**src/rtl/uart_rx_engine_pkg.sv**
```systemverilog
// Shared definitions for the UART receive path: FSM encodings,
// default widths and the frame-length helper.
package uart_rx_engine_pkg;

    localparam int K_W_DEF  = 19;
    localparam int SR_W_DEF = 10;
    localparam int K_MIN    = 4;

    typedef enum logic [1:0] {
        IDLE  = 2'd0,
        START = 2'd1,
        SHIFT = 2'd2,
        DONE  = 2'd3
    } rx_state_t;

    // Bits captured after the start bit: data, optional parity, stop.
    function automatic logic [3:0] frame_bits(
        input logic eight,
        input logic pen
    );
        return 4'd8 + {3'b000, eight} + {3'b000, pen};
    endfunction

endpackage

```
**src/rtl/uart_rx_engine_bit_timer.sv**
```systemverilog
// Loadable down-counter with a zero flag; shared with the tx baud path.
// The counter parks at zero until the next load.
module uart_rx_engine_bit_timer #(
    parameter int W = 19
) (
    input  logic         clk,
    input  logic         rst,
    input  logic         load,
    input  logic [W-1:0] val,
    output logic         zero
);

    logic [W-1:0] cnt;

    assign zero = (cnt == '0);

    always_ff @(posedge clk or negedge rst) begin
        if (!rst) begin
            cnt <= '0;
        end else if (load) begin
            cnt <= val;
        end else if (!zero) begin
            cnt <= cnt - W'(1);
        end
    end

endmodule

```
**src/rtl/uart_rx_engine.sv**
```systemverilog
// UART receive engine: start-bit validation, LSB-first deserialise,
// parity/framing/overrun status toward the host register interface.
module uart_rx_engine
    import uart_rx_engine_pkg::*;
#(
    parameter int K_W  = K_W_DEF,
    parameter int SR_W = SR_W_DEF
) (
    input  logic           clk,
    input  logic           rst,
    input  logic           rx,
    input  logic [K_W-1:0] k,
    input  logic           eight,
    input  logic           pen,
    input  logic           ohel,
    input  logic           clr,
    output logic [7:0]     data,
    output logic           rxrdy,
    output logic           perr,
    output logic           ferr,
    output logic           ovf,
    output logic           busy
);

    localparam int SH_W = $clog2(SR_W);

    rx_state_t       state, state_nx;
    logic            rx_m, rx_s, rx_d;
    logic            fall, start_ok;
    logic [K_W-1:0]  k_l, tmr_val;
    logic            eight_l, pen_l, ohel_l;
    logic [3:0]      n_l, bit_cnt;
    logic [SR_W-1:0] sr;
    logic            tmr_load, tmr_zero;
    logic            take, shift_en;
    logic [SH_W-1:0] sh;
    logic [7:0]      raw, dat;
    logic            par_b, stop_b, perr_nx;

    always_ff @(posedge clk or negedge rst) begin
        if (!rst) begin
            rx_m <= 1'b1;
            rx_s <= 1'b1;
            rx_d <= 1'b1;
        end else begin
            rx_m <= rx;
            rx_s <= rx_m;
            rx_d <= rx_s;
        end
    end

    assign fall     = rx_d & ~rx_s;
    assign start_ok = fall && (k >= K_W'(K_MIN));

    // Loads are one less than the bit time: the reload edge is a tick.
    always_comb begin
        state_nx = state;
        tmr_load = 1'b0;
        tmr_val  = k_l - K_W'(1);
        take     = 1'b0;
        shift_en = 1'b0;
        unique case (state)
            IDLE: begin
                if (start_ok) begin
                    state_nx = START;
                    tmr_load = 1'b1;
                    tmr_val  = (k >> 1) - K_W'(1);
                    take     = 1'b1;
                end
            end
            START: begin
                if (tmr_zero) begin
                    if (rx_s) begin
                        state_nx = IDLE;
                    end else begin
                        state_nx = SHIFT;
                        tmr_load = 1'b1;
                    end
                end
            end
            SHIFT: begin
                if (tmr_zero) begin
                    shift_en = 1'b1;
                    tmr_load = 1'b1;
                    if (bit_cnt + 4'd1 == n_l) begin
                        state_nx = DONE;
                    end
                end
            end
            DONE: begin
                state_nx = IDLE;
            end
            default: begin
                state_nx = IDLE;
            end
        endcase
    end

    always_ff @(posedge clk or negedge rst) begin
        if (!rst) begin
            state <= IDLE;
        end else begin
            state <= state_nx;
        end
    end

    uart_rx_engine_bit_timer #(
        .W(K_W)
    ) u_timer (
        .clk (clk),
        .rst (rst),
        .load(tmr_load),
        .val (tmr_val),
        .zero(tmr_zero)
    );

    always_ff @(posedge clk or negedge rst) begin
        if (!rst) begin
            k_l     <= '0;
            eight_l <= 1'b0;
            pen_l   <= 1'b0;
            ohel_l  <= 1'b0;
            n_l     <= '0;
            bit_cnt <= '0;
            sr      <= '1;
        end else if (take) begin
            k_l     <= k;
            eight_l <= eight;
            pen_l   <= pen;
            ohel_l  <= ohel;
            n_l     <= frame_bits(eight, pen);
            bit_cnt <= '0;
        end else if (shift_en) begin
            sr      <= {rx_s, sr[SR_W-1:1]};
            bit_cnt <= bit_cnt + 4'd1;
        end
    end

    // The last N bits shifted in sit at the top of sr, stop bit in the MSB.
    assign sh      = SH_W'(SR_W - int'(n_l));
    assign raw     = sr[sh +: 8];
    assign dat     = eight_l ? raw : {1'b0, raw[6:0]};
    assign par_b   = sr[SR_W-2];
    assign stop_b  = sr[SR_W-1];
    assign perr_nx = pen_l & ((^dat ^ ohel_l) != par_b);

    always_ff @(posedge clk or negedge rst) begin
        if (!rst) begin
            data  <= 8'h00;
            rxrdy <= 1'b0;
            perr  <= 1'b0;
            ferr  <= 1'b0;
            ovf   <= 1'b0;
        end else if (state == DONE) begin
            data  <= dat;
            perr  <= perr_nx;
            ferr  <= ~stop_b;
            ovf   <= ovf | rxrdy;
            rxrdy <= 1'b1;
        end else if (clr) begin
            rxrdy <= 1'b0;
            perr  <= 1'b0;
            ferr  <= 1'b0;
            ovf   <= 1'b0;
        end
    end

    assign busy = (state != IDLE);

endmodule

```
**config.mk**
```make
export PLATFORM = sky130hd
export DESIGN_NAME = uart_rx_engine
export DESIGN_NICKNAME = d
export VERILOG_FILES = /design/src/rtl/uart_rx_engine_pkg.sv /design/src/rtl/uart_rx_engine_bit_timer.sv /design/src/rtl/uart_rx_engine.sv
export SDC_FILE = /design/constraint.sdc
export NUM_CORES = 1
export LEC_CHECK = 0
export ABC_AREA = 1
export CAP_MARGIN = 20
export CORE_ASPECT_RATIO = 1.1
export CORE_MARGIN = 2
export CORE_UTILIZATION = 25
export CTS_CLUSTER_DIAMETER = 80
export DETAILED_ROUTE_END_ITERATION = 6
export DONT_BUFFER_PORTS = 1
export PLACE_DENSITY = 0.37
export SYNTH_ARGS = -nofsm -noshare
export SYNTH_HDL_FRONTEND = slang
export SYNTH_SLANG_ARGS = --single-unit
```
**constraint.sdc**
```tcl
create_clock -name clk -period 2.6 [get_ports clk]
set_clock_uncertainty 0.1 [all_clocks]
set_input_delay 0 -clock clk [delete_from_list [all_inputs] [get_ports clk]]
set_output_delay 0 -clock clk [all_outputs]
set_load 0.005 [all_outputs]
```
==> impl_metrics.json <==
{
  "status": "finished, final reports clean",
  "final_max_slew_viol_count": 0,
  "num_rows": 53,
  "worstPathCellList": "inv_1 > ha_1 > nand3_1 > nor3_4 > nand2_4 > nor2_8 > inv_2 > nand2_2 > inv_4 > nand2_8 > inv_4 > nand2_1 > inv_1 > a21oi_1",
  "p_total_mw": 5.75,
  "die-area_um2": 20400,
  "dr.pass1.iters": 4,
  "max_freq_mhz": 439,
  "clk_pin_slew_worst_paths_ns": 0.06,
  "cp-end-kind": "flop",
  "numPlacedInstances": 916,
  "critPathSlowestCell": "dfrtp_1",
  "io_buffer_count": 0,
  "cts_setup_buffers": 0,
  "antenna_found_initial": 0,
  "grt_usage": 0.144,
  "p_clk_frac": 0.208,
  "timing.hold.ws_ns": 0.0282,
  "cts-root-buf": "clkbuf_16",
  "cts-buffers-inserted": 9,
  "viasPerCell": 4.44,
  "min_period_over_period": 0.876,
  "wl_per_cell_um": 14.2,
  "synth_warnings": 0,
  "syn2layout_area_growth_pct": 17.4,
  "ctsHtreeMaxLevel": 3,
  "ys_ff_latch": 75,
  "leakagePower_nw": 2.63,
  "synth_area_um2": 4820,
  "avgSynthCellArea_um2": 7.09,
  "instances_no_fill": 958,
  "ir_drop_mv": 0.410,
  "num-nets-final": 739,
  "synthFlopType": "dfrtp_1",
  "tns_ns": 0,
  "hp-class": "in -> reg",
  "internal_power_mw": 3.17,
  "setup_viol": 0,
  "overflow": 0,
  "power_density_nw_per_um2": 1020,
  "drc": 0,
  "final_util": 0.297,
  "switchingPower_mw": 2.57,
  "comb_power_share": 0.454,
  "hold_viol": 0,
  "grt_first_pass_wirelength_mm": 22.5,
  "synth-async-reset-ratio": 1.00,
  "diodes": 0,
  "wl_mm": 13.6,
  "die-height_um": 150,
  "start_util": 0.253,
  "core_um2": 19000,
  "drtIter0Drc": 252,
  "grt_max_degree": 76,
  "synth-edff-count": 0,
  "clock_latency_ns": 0.35,
  "setup.worst_path.class": "reg -> reg",
  "rsz0062_at_grt": "false",
  "io_pins": 39,
  "critPathRequiredTime_ns": 2.77,
  "drv_cap": 0,
  "cpPeakStageDelay_ns": 0.37,
  "gp_congestion": 0.802,
  "crit_path_max_fanout": 23,
  "clock-sinks": 75,
  "startpoint_type": "flop",
  "multi_input_area_um2": 2540,
  "tightest_slew_ns": 0.609,
  "cts.repair.resized": 0,
  "seq_power_share": 0.338,
  "die_w_um": 136,
  "postSynthNetCount": 712,
  "ant_nets": 0,
  "swShare": 0.448,
  "regArea_um2": 1890,
  "crit_arrival_ns": 2.44,
  "yosysSeqAreaShare": 0.393,
  "clock_path_buffers": 2,
  "place_hpwl_mm": 10.1,
  "syn_inst": 679,
  "dr_total_vias": 4253,
  "num-fill-cells": 2088,
  "grt_pass1_vias": 4256,
  "min_period_ns": 2.28,
  "synthDistinctLibCells": 37,
  "cts_tree": "done",
  "maxSlewHeadroom": 0.593,
  "drive_above_1_share": 0.0774
}
## metrics by stage
step,instance area (um2),setup slack [ns]
finish,5650,0.324
global route,5650,0.0670
CTS,5650,0.320
detailed placement,5100,0.348
global placement,5100,0.371
floorplan,4820,0.621
## final cells by class
type	instances	share of cell area
well taps	247	0.0547
flip-flops and latches	75	0.335
clock buffers	10	0.0405
inverters	76	0.0513
multi-input cells	510	0.449
clock inverters	6	0.00752
repair buffers	34	0.0620
## critical path: cells and delay by family, from the launching register on
kind | cells | cell delay, ns
AND/OR/NAND/NOR | 7 | 0.88
AO/OA/AOI/OAI | 1 | 0.13
adder cells (fa/ha/maj) | 1 | 0.22
buffers and inverters | 5 | 0.49
flip-flops | 1 | 0.37
## power groups by stage
stage	Clock [mW]	Sequential [mW]	Combinational, mW
2_1_floorplan	0	1.86	1.99
3_3_place_gp	0	1.97	2.57
3_5_place_dp	0	1.96	2.56
4_1_cts	1.24	1.95	2.64
5_1_grt	1.28	2.01	3.04
6_report	1.19	1.94	2.61
## per-layer routing
metal  global-route usage  part of all wire  wire (um)  up-vias
met4               0.0458             0.012        163        0
met5                    0                 0          0        -
li1                     -                 -          -     2223
met1                0.204              0.51       6990     1947
met3               0.0295             0.039        525       10
met2                0.217              0.44       5960       73
## cells in the final DEF (no fill, tap or decap), types with 2 or more instances in the layout
master         instances
a21oi_1               17
a22o_1                 2
a31oi_1                2
buf_4                  7
clkbuf_16              9
clkinv_2               2
clkinv_4               2
clkinvlp_4             2
dfrtp_1               62
dfstp_2               13
dlygate4sd3_1         25
ha_1                   7
inv_1                 71
inv_2                  2
inv_4                  2
nand2_1              209
nand2_2                4
nand3_1               65
nand3b_1               2
nand4_1                7
nor2_1                67
nor2_4                 3
nor3_1                12
nor4_1                 3
o211ai_1               2
o21ai_0               55
o21ai_1                2
xnor2_1               11
xor2_1                31
## sequential cells by signal, summed over array words and instances, names as in the netlist, 3 cells and up, named ones only
signal and count:
k_l 19, u_timer.cnt 19, sr 10, data 8
bit_cnt 4, n_l 3
## logic make-up (layout without fill, tap and decap cells)
| family | count (synthesis) | count (layout) | share of synthesized area |
|---|---|---|---|
| AO/OA/AOI/OAI | 82 | 82 | 0.0894 |
| XOR/XNOR | 42 | 42 | 0.0764 |
| adder cells (fa/ha/maj) | 7 | 7 | 0.0182 |
| buffers and inverters | 94 | 126 | 0.0805 |
| flip-flops | 75 | 75 | 0.393 |
| AND/OR/NAND/NOR | 379 | 379 | 0.342 |
## synth_stat cells (3+ instances only)
library cell | number | area [um2]
nand2_1 | 209 | 785
inv_1 | 71 | 267
nor2_1 | 67 | 251
nand3_1 | 65 | 325
dfrtp_1 | 62 | 1550
o21ai_0 | 55 | 275
xor2_1 | 31 | 272
a21oi_1 | 17 | 85.1
dfstp_2 | 13 | 342
nor3_1 | 12 | 60.1
xnor2_1 | 11 | 96.3
clkbuf_1 | 9 | 33.8
ha_1 | 7 | 87.6
nand4_1 | 7 | 43.8
buf_2 | 6 | 30.0
nand2_2 | 4 | 25.0
buf_6 | 3 | 33.8
nor4_1 | 3 | 18.8
## worst paths after layout
check / start / end / slack [ns] / depth (start not counted)
worst min register to register: rx_m / rx_s / 0.26 / 0
worst max-delay path: u_timer.cnt[0] / u_timer.cnt[11] / 0.32 / 14
worst min-delay path: k[16] / u_timer.cnt[16] / 0.03 / 7
worst max register to register: u_timer.cnt[0] / u_timer.cnt[11] / 0.32 / 14
max in group asynchronous: rst / sr[6] / 1.91 / 2
min in group asynchronous: rst / u_timer.cnt[6] / 0.12 / 2
## repair_timing
action	4_1_cts	5_1_grt
setup endpoints to repair	0	0
endpoints found under the hold margin	117	0
hold buffers	26	0
(Power assumes the default switching activity.)
